File: config.mk
export PLATFORM = sky130hd
export DESIGN_NAME = imem_loader
export DESIGN_NICKNAME = d
export VERILOG_FILES = /design/src/rtl/imem_loader.sv
export SDC_FILE = /design/constraint.sdc
export NUM_CORES = 1
export LEC_CHECK = 0
export ABC_AREA = 1
export CAP_MARGIN = 20
export CORE_ASPECT_RATIO = 1.2
export CORE_MARGIN = 1
export CORE_UTILIZATION = 40
export DETAILED_ROUTE_END_ITERATION = 7
export PLACE_DENSITY = 0.67
export SETUP_SLACK_MARGIN = 0.05
export SKIP_LAST_GASP = 1
export SLEW_MARGIN = 20
export SYNTH_ARGS = -nofsm -noshare
export SYNTH_HDL_FRONTEND = slang
export SYNTH_SLANG_ARGS = --single-unit
File: constraint.sdc
create_clock -name clk -period 4.8 [get_ports clk]
set_input_delay 0.48 -clock clk [delete_from_list [all_inputs] [get_ports clk]]
set_output_delay 0.48 -clock clk [all_outputs]
set_load 0.01 [all_outputs]
File: src/rtl/imem_loader.sv
// imem_loader: byte-stream boot loader for the 1024 x 32 instruction memory.
// Accepts a framed image (16-bit word count, big-endian payload words, XOR
// checksum byte), writes words to consecutive addresses from 0 and keeps the
// CPU stalled until a complete image with a good checksum has been loaded.
module imem_loader #(
  parameter int ADDR_W    = 10,
  parameter int MAX_WORDS = 1024
) (
  input  logic              clk,
  input  logic              rst,
  input  logic              start,
  input  logic [7:0]        in_data,
  input  logic              in_valid,
  output logic              in_ready,
  output logic              imem_we,
  output logic [ADDR_W-1:0] imem_addr,
  output logic [31:0]       imem_wdata,
  output logic [ADDR_W:0]   words_loaded,
  output logic              cpu_hold,
  output logic              load_done,
  output logic              load_err,
  output logic              err_csum
);

  typedef enum logic [2:0] {
    S_LEN_HI,
    S_LEN_LO,
    S_DATA,
    S_CSUM,
    S_DONE,
    S_ERR
  } state_t;

  state_t      state;
  logic [7:0]  len_hi;
  logic [15:0] len;
  logic [1:0]  byte_cnt;
  logic [23:0] shift;
  logic [7:0]  csum;

  logic        accept;
  logic [15:0] len_next;
  logic        last_word;

  // Handshake and frame-length decode; in_ready depends on state only.
  assign in_ready  = (state != S_DONE) && (state != S_ERR);
  assign accept    = in_valid && in_ready;
  assign len_next  = {len_hi, in_data};
  assign last_word = ((16'(words_loaded) + 16'd1) == len);

  // Status flags decoded straight from the registered state.
  assign cpu_hold  = (state != S_DONE);
  assign load_done = (state == S_DONE);
  assign load_err  = (state == S_ERR);

  // Loader FSM: frame parsing, word assembly, memory write strobe and checksum.
  always_ff @(posedge clk) begin
    if (rst) begin
      state        <= S_LEN_HI;
      len_hi       <= 8'd0;
      len          <= 16'd0;
      byte_cnt     <= 2'd0;
      shift        <= 24'd0;
      csum         <= 8'd0;
      imem_we      <= 1'b0;
      imem_addr    <= '0;
      imem_wdata   <= 32'd0;
      words_loaded <= '0;
      err_csum     <= 1'b0;
    end else begin
      imem_we <= 1'b0;
      case (state)
        S_LEN_HI: begin
          if (accept) begin
            len_hi <= in_data;
            state  <= S_LEN_LO;
          end
        end
        S_LEN_LO: begin
          if (accept) begin
            len      <= len_next;
            byte_cnt <= 2'd0;
            if (len_next == 16'd0) begin
              state <= S_CSUM;
            end else if (len_next > 16'(MAX_WORDS)) begin
              state    <= S_ERR;
              err_csum <= 1'b0;
            end else begin
              state <= S_DATA;
            end
          end
        end
        S_DATA: begin
          if (accept) begin
            csum     <= csum ^ in_data;
            byte_cnt <= byte_cnt + 2'd1;
            shift    <= {shift[15:0], in_data};
            if (byte_cnt == 2'd3) begin
              imem_we      <= 1'b1;
              imem_addr    <= words_loaded[ADDR_W-1:0];
              imem_wdata   <= {shift, in_data};
              words_loaded <= words_loaded + 1'b1;
              if (last_word) begin
                state <= S_CSUM;
              end
            end
          end
        end
        S_CSUM: begin
          if (accept) begin
            if (in_data == csum) begin
              state <= S_DONE;
            end else begin
              state    <= S_ERR;
              err_csum <= 1'b1;
            end
          end
        end
        S_DONE, S_ERR: begin
          if (start) begin
            state        <= S_LEN_HI;
            words_loaded <= '0;
            csum         <= 8'd0;
            err_csum     <= 1'b0;
            imem_addr    <= '0;
            byte_cnt     <= 2'd0;
          end
        end
        default: state <= S_LEN_HI;
      endcase
    end
  end

endmodule
==> flow_summary.toml, run 1 <==
[timing]
fin_skew_ns = 0.00867
rsz0062_at_grt = "false"
setup_violations = 0
hold_viol = 0
period_needed_ns = 2.80
setup_tns_ns = 0
fmax_mhz = 357
relSlewSlack = 0.400
drv_slew = 0
period_share = 0.584
tightest_slew_ns = 0.895

[clocking]
clock_path_buffers = 2
cts-hold-fix-buffers = 0
tritoncts = "built"
htree_num_levels = 4
cts_setup_buffers = 0
cts_resized = 0
cts.clk_slew.worst_paths_ns = 0.05
worstSkewPairLatency_ns = 0.41
clockRootBuffer = "clkbuf_16"
cts_sinks = 116
numCtsBuffers = 17

[synthesis]
yosys.area.top_type_share = 0.485
ys_seq_elements = 116
synth_nets = 652
syn_area_per_cell_sq_um = 7.51
synthTopCellsByCount = "dfxtp_1, nand2_1, nor2_1, o21ai_0, a21oi_1"
netlist_top_cells_area = "dfxtp_1, nand2_1, o21ai_0"
post-synth-top-count-cell = "dfxtp_1"
synth-edff-count = 0
synth-async-reset-ratio = 0
seq_area_frac_synth = 0.485
synth_area_sq_um = 4790
yosys_warnings = 0
yosys.cell_types.count = 33
yosys.area.top_type = "dfxtp_1"
synthCells = 638
synth_ff_type = "dfxtp_1"

[global_routing]
overflow = 0
grt_pass1_wl_microns = 19900
grt_pass1_vias = 4275
grt_max_degree = 54
track_usage = 0.209
grt_antenna_before_repair = 0

[routing]
ant_nets = 0
drt_iter0_markers = 307
viasPerCell = 5.11
drc_errors = 0
firstDrtPassIters = 5
via_count = 4445
post_drt_wl_per_cell_microns = 13.8
routed_wirelength_microns = 12000

[run_status]
status = "completed"

[setup_path]
worstSetupPathType = "input port to flop"
cp.arrival_ns = 3.14
reg2reg_to = "imem_wdata[3]$_SDFFE_PP0P_"
cp-end-kind = "flop"
path_max_fanout = 53
ff2ff_setup_slack_ns = 2.04
start_kind = "input port"
r2r-start = "state[2]$_SDFFE_PP0P_"
crit_required_ns = 5.13
r2r_cells = 10

[layout]
area_growth_pct = 29.8
final_core_util = 0.535
insertedDiodeCount = 0
fin_nets = 714
drive_gt1_frac = 0.0785
fill_cells = 1131

[power]
vdd_drop_max_mv = 0.315
power.density_nw_per_um2 = 494
p_leak_uw = 0.00242

[floorplan]
dieWidth_microns = 102
initial_core_util = 0.412
ios = 71
fp.coreArea_sq_um = 11600
rows = 43
fp.dieH_microns = 122
die_area_sq_um = 12400

[placement]
routabilityCongestion = 0.825
hpwl_microns = 8060
placement.io_buffers = 70

[worst_hold_path]
min_path_cells = 2
hold_end = "err_csum$_SDFFE_PP0P_"
min_from = "err_csum$_SDFFE_PP0P_"
hp-class = "flop to flop"

[flow_run]
maxCapViolations = 0
metal layers:
metal / vias up / GRT usage / part of all wire
met1: 2094 / 0.243 / 0.44
met3: 25 / 0.0539 / 0.037
li1: 2230 / - / -
met4: 0 / 0.104 / 0.029
met2: 96 / 0.352 / 0.49
met5: - / 0 / 0
placed cells by master (no fill, tap or decap), types with 3 or more instances in the layout:
cell             instances
nor2_1                  72
nor3_1                   4
xnor2_1                  5
clkinv_2                 3
a21oi_1                 67
o21ai_0                 68
clkdlybuf4s50_1         70
inv_1                   61
dfxtp_1                116
bufinv_16                5
xor2_1                   5
inv_2                    4
nand2_1                 94
or2_2                    5
nor2_2                   4
nand3b_1                 3
a22oi_1                 11
nand4_1                  5
clkbuf_16               17
o21ai_1                 20
buf_4                    4
nand3_1                 46
area by class of cell:
class / instances / area, sq um / share of cell area
tap: 157 / 196 / 0.0316
timing repair buffer: 74 / 731 / 0.117
multi-input combinational: 425 / 2080 / 0.335
inverter: 66 / 248 / 0.0398
sequential: 116 / 2320 / 0.373
clock buffer: 19 / 433 / 0.0696
clock inverter: 13 / 206 / 0.0332
state kept, by name (all words and copies together) (netlist names):
register,flops
byte_cnt,2
csum,8
words_loaded,11
len,16
len_hi,8
err_csum,1
state,3
imem_addr,10
imem_wdata,32
shift,24
imem_we,1
worst max-delay path, stage by stage:
cell,delay [ns]
clkdlybuf4s50_1,0.49
inv_1,0.11
nor2_4,0.12
buf_4,0.40
inv_2,0.19
nor2_8,0.38
inv_2,0.37
nor2_2,0.20
inv_2,0.20
o21ai_0,0.21
cell families after synthesis:
group                    synth area share
buffers and inverters              0.0804
adder cells (fa/ha/maj)           0.00522
XOR/XNOR                           0.0183
AND/OR/NAND/NOR                     0.226
flip-flops                          0.485
AO/OA/AOI/OAI                       0.185
report_power, final:
| part | leakage [uW] | switching (uW) | total [uW] | internal (uW) |
|---|---|---|---|---|
| sequential | 0.000940 | 75.6 | 1160 | 1080 |
| combinational | 0.00117 | 361 | 547 | 186 |
| clock | 0.000307 | 451 | 1370 | 920 |
| total | 0.00242 | 887 | 3080 | 2190 |
worst max path at each step:
stage / slack, ns / depth (start not counted) / from / endpoint
2_1_floorplan: 3.03 / 14 / words_loaded[1]$_SDFFE_PP0P_ / state[1]$_SDFFE_PP0P_
3_3_place_gp: 1.72 / 10 / in_valid / imem_wdata[4]$_SDFFE_PP0P_
3_5_place_dp: 1.62 / 10 / in_valid / imem_wdata[4]$_SDFFE_PP0P_
4_1_cts: 2.04 / 10 / in_valid / imem_wdata[3]$_SDFFE_PP0P_
5_1_grt: 1.75 / 10 / state[2]$_SDFFE_PP0P_ / imem_wdata[2]$_SDFFE_PP0P_
6_report: 2.00 / 10 / in_valid / imem_wdata[3]$_SDFFE_PP0P_
per-stage QoR:
step	hold slack [ns]	setup WS, ns	cells	power, uW	cell area (sq um)
3_5_place_dp	0.464	1.62	838	1720	5580
6_report	0.465	2.00	870	3080	6220
3_3_place_gp	0.452	1.72	838	1700	5580
2_1_floorplan	0.441	3.03	638	1570	4790
5_1_grt	0.487	1.75	870	3230	6220
4_1_cts	0.473	2.04	870	3090	6220
No activity file was read; power rests on OpenSTA's default activity.
==> inputs of run 2 (changes only) <==
PLACE_DENSITY = 0.69   (was 0.67)
clock period = 2.3 ns   (was 4.8 ns; I/O delays follow)
==> run 2 against run 1 <==
Effect of this change:
- die area is the same
- combinational power grew 120%
- via count shrank 1.8%
- first-iteration DRC count shrank 21%
- critical path depth shrank 5
- hold slack lost 0.0023 ns
- cell area grew 1.1%
- final cell count grew 1.3%
- clock skew shrank 0.0027 ns
- sequential power grew 110%
- global-route usage shrank 0.24 points
- register-to-register slack lost 1.8 ns
- largest power group unchanged
==> flow_summary.toml, run 2 (synthesis gave the netlist of run 1 again) <==
[worst_hold_path]
hp-class = "flop to flop"
min_from = "err_csum$_SDFFE_PP0P_"

[setup_path]
r2r-start = "words_loaded[0]$_SDFFE_PP0P_"
cp-startpoint = "state[2]$_SDFFE_PP0P_"
worstSetupPathType = "flop to output pin"
path_max_fanout = 5
crit_required_ns = 2.07
cp.arrival_ns = 1.85
cp-end-kind = "output pin"
start_kind = "flop"

[power]
vdd_drop_max_mv = 0.620
internal_power_uw = 4490
switchingPower_uw = 1820
p_leak_uw = 0.00246
power.density_nw_per_um2 = 1000
seq_power_share = 0.384
pwr-share-comb = 0.187
power_frac_clock = 0.429
swShare = 0.289

[layout]
largest_register_ffs = 32
area_growth_pct = 31.2
largestRegisters = "imem_wdata (32), shift (24), len (16)"
drive_gt1_frac = 0.0925
fill_cells = 1105
insertedDiodeCount = 0
final_common_cell = "dfxtp_1"
fin_nets = 726
final_cell_mix = "dfxtp_1, nand2_1, nor2_1, clkdlybuf4s50_1, o21ai_0"
regMostFlops = "imem_wdata"
postLayoutCellArea_sq_um = 6290

[routing]
drc_errors = 0
routed_wirelength_microns = 11900
viasPerCell = 4.95
post_drt_wl_per_cell_microns = 13.5
dr_wl_met2_microns = 6050
drt_iter0_markers = 243
met1_length_microns = 4970
met3_length_microns = 606
firstDrtPassIters = 5
routed.top_layer = "met4"
ant_nets = 0
via_count = 4363

[floorplan]
rows = 43
fp.dieH_microns = 122
die_area_sq_um = 12400
initial_core_util = 0.412
dieWidth_microns = 102
ios = 71
fp.coreArea_sq_um = 11600

[timing]
rsz0062_at_grt = "false"
period_needed_ns = 2.08
fin_skew_ns = 0.00600
hold_viol = 0
drv_slew = 0
period_share = 0.906
tightest_slew_ns = 0.514
relSlewSlack = 0.654
setup_tns_ns = 0
fin_hold_ws_ns = 0.463
setup_violations = 0
fmax_mhz = 480

[global_routing]
grt_pass1_wl_microns = 19700
grt_max_degree = 53
grt_antenna_before_repair = 0
track_usage = 0.206
overflow = 0
grt_pass1_vias = 4157

[clocking]
cts.clk_slew.worst_paths_ns = 0.05
cts-hold-fix-buffers = 0
cts_sinks = 116
clock_path_buffers = 2
htree_num_levels = 4
tritoncts = "built"
clockRootBuffer = "clkbuf_16"
numCtsBuffers = 17
worstSkewPairLatency_ns = 0.41

[run_status]
status = "completed"

[placement]
routabilityCongestion = 0.824
dpl_cell_area_sq_um = 5670
hpwl_microns = 8350
placement.io_buffers = 70

[flow_run]
maxCapViolations = 0
## run 2: changes by cell type in the layout (fill, tap and decap cells not counted), moves of 2 or more
cell	before	now
bufinv_16	5	3
clkinv_2	3	0
clkbuf_8	0	4
buf_4	4	16
## run 2: cell type report
| class | instances | area [sq um] | share of cell area |
|---|---|---|---|
| sequential | 116 | 2320 | 0.369 |
| timing repair buffer | 86 | 821 | 0.131 |
| clock inverter | 7 | 121 | 0.0193 |
| clock buffer | 24 | 492 | 0.0782 |
| tap | 157 | 196 | 0.0312 |
| multi-input combinational | 425 | 2090 | 0.332 |
| inverter | 66 | 248 | 0.0394 |
## run 2: worst paths after layout
kind	endpoint	slack [ns]	cells past startpoint
max reg2reg	state[1]$_SDFFE_PP0P_	0.29	14
min	err_csum$_SDFFE_PP0P_	0.46	2
max	load_done	0.22	5
min reg2reg	err_csum$_SDFFE_PP0P_	0.46	2
## run 2: repair_timing
item,in CTS,in global routing
buffers inserted,0,0
resized for setup,0,1
setup endpoints to repair,0,2
## run 2: metal layers
metal  vias up  track usage
li1       2253            -
met1      1977        0.236
met2       111        0.354
met3        22       0.0557
met4         0        0.100
met5         -            0
## run 2: metrics by stage
| stage | util | instances | worst slack [ns] | total power (uW) |
|---|---|---|---|---|
| floorplan | - | 638 | 0.530 | 3280 |
| global placement | 0.488 | 850 | 0.321 | 3600 |
| detailed placement | 0.488 | 850 | 0.280 | 3640 |
| CTS | 0.541 | 881 | 0.216 | 6350 |
| global route | 0.541 | 881 | 0.0603 | 6630 |
| finish | 0.541 | 881 | 0.216 | 6310 |
## run 2: power by group through the flow
stage	combinational (uW)	clock, uW	sequential [uW]
floorplan	866	0	2410
global placement	1150	0	2450
detailed placement	1180	0	2460
CTS	1190	2740	2420
global route	1360	2820	2450
finish	1180	2710	2420
## run 2: worst max-delay path, stage by stage (launching register included)
cell,delay [ns]
dfxtp_1,0.35
inv_1,0.10
nor2_1,0.18
inv_1,0.13
nor2_1,0.14
clkdlybuf4s50_1,0.55
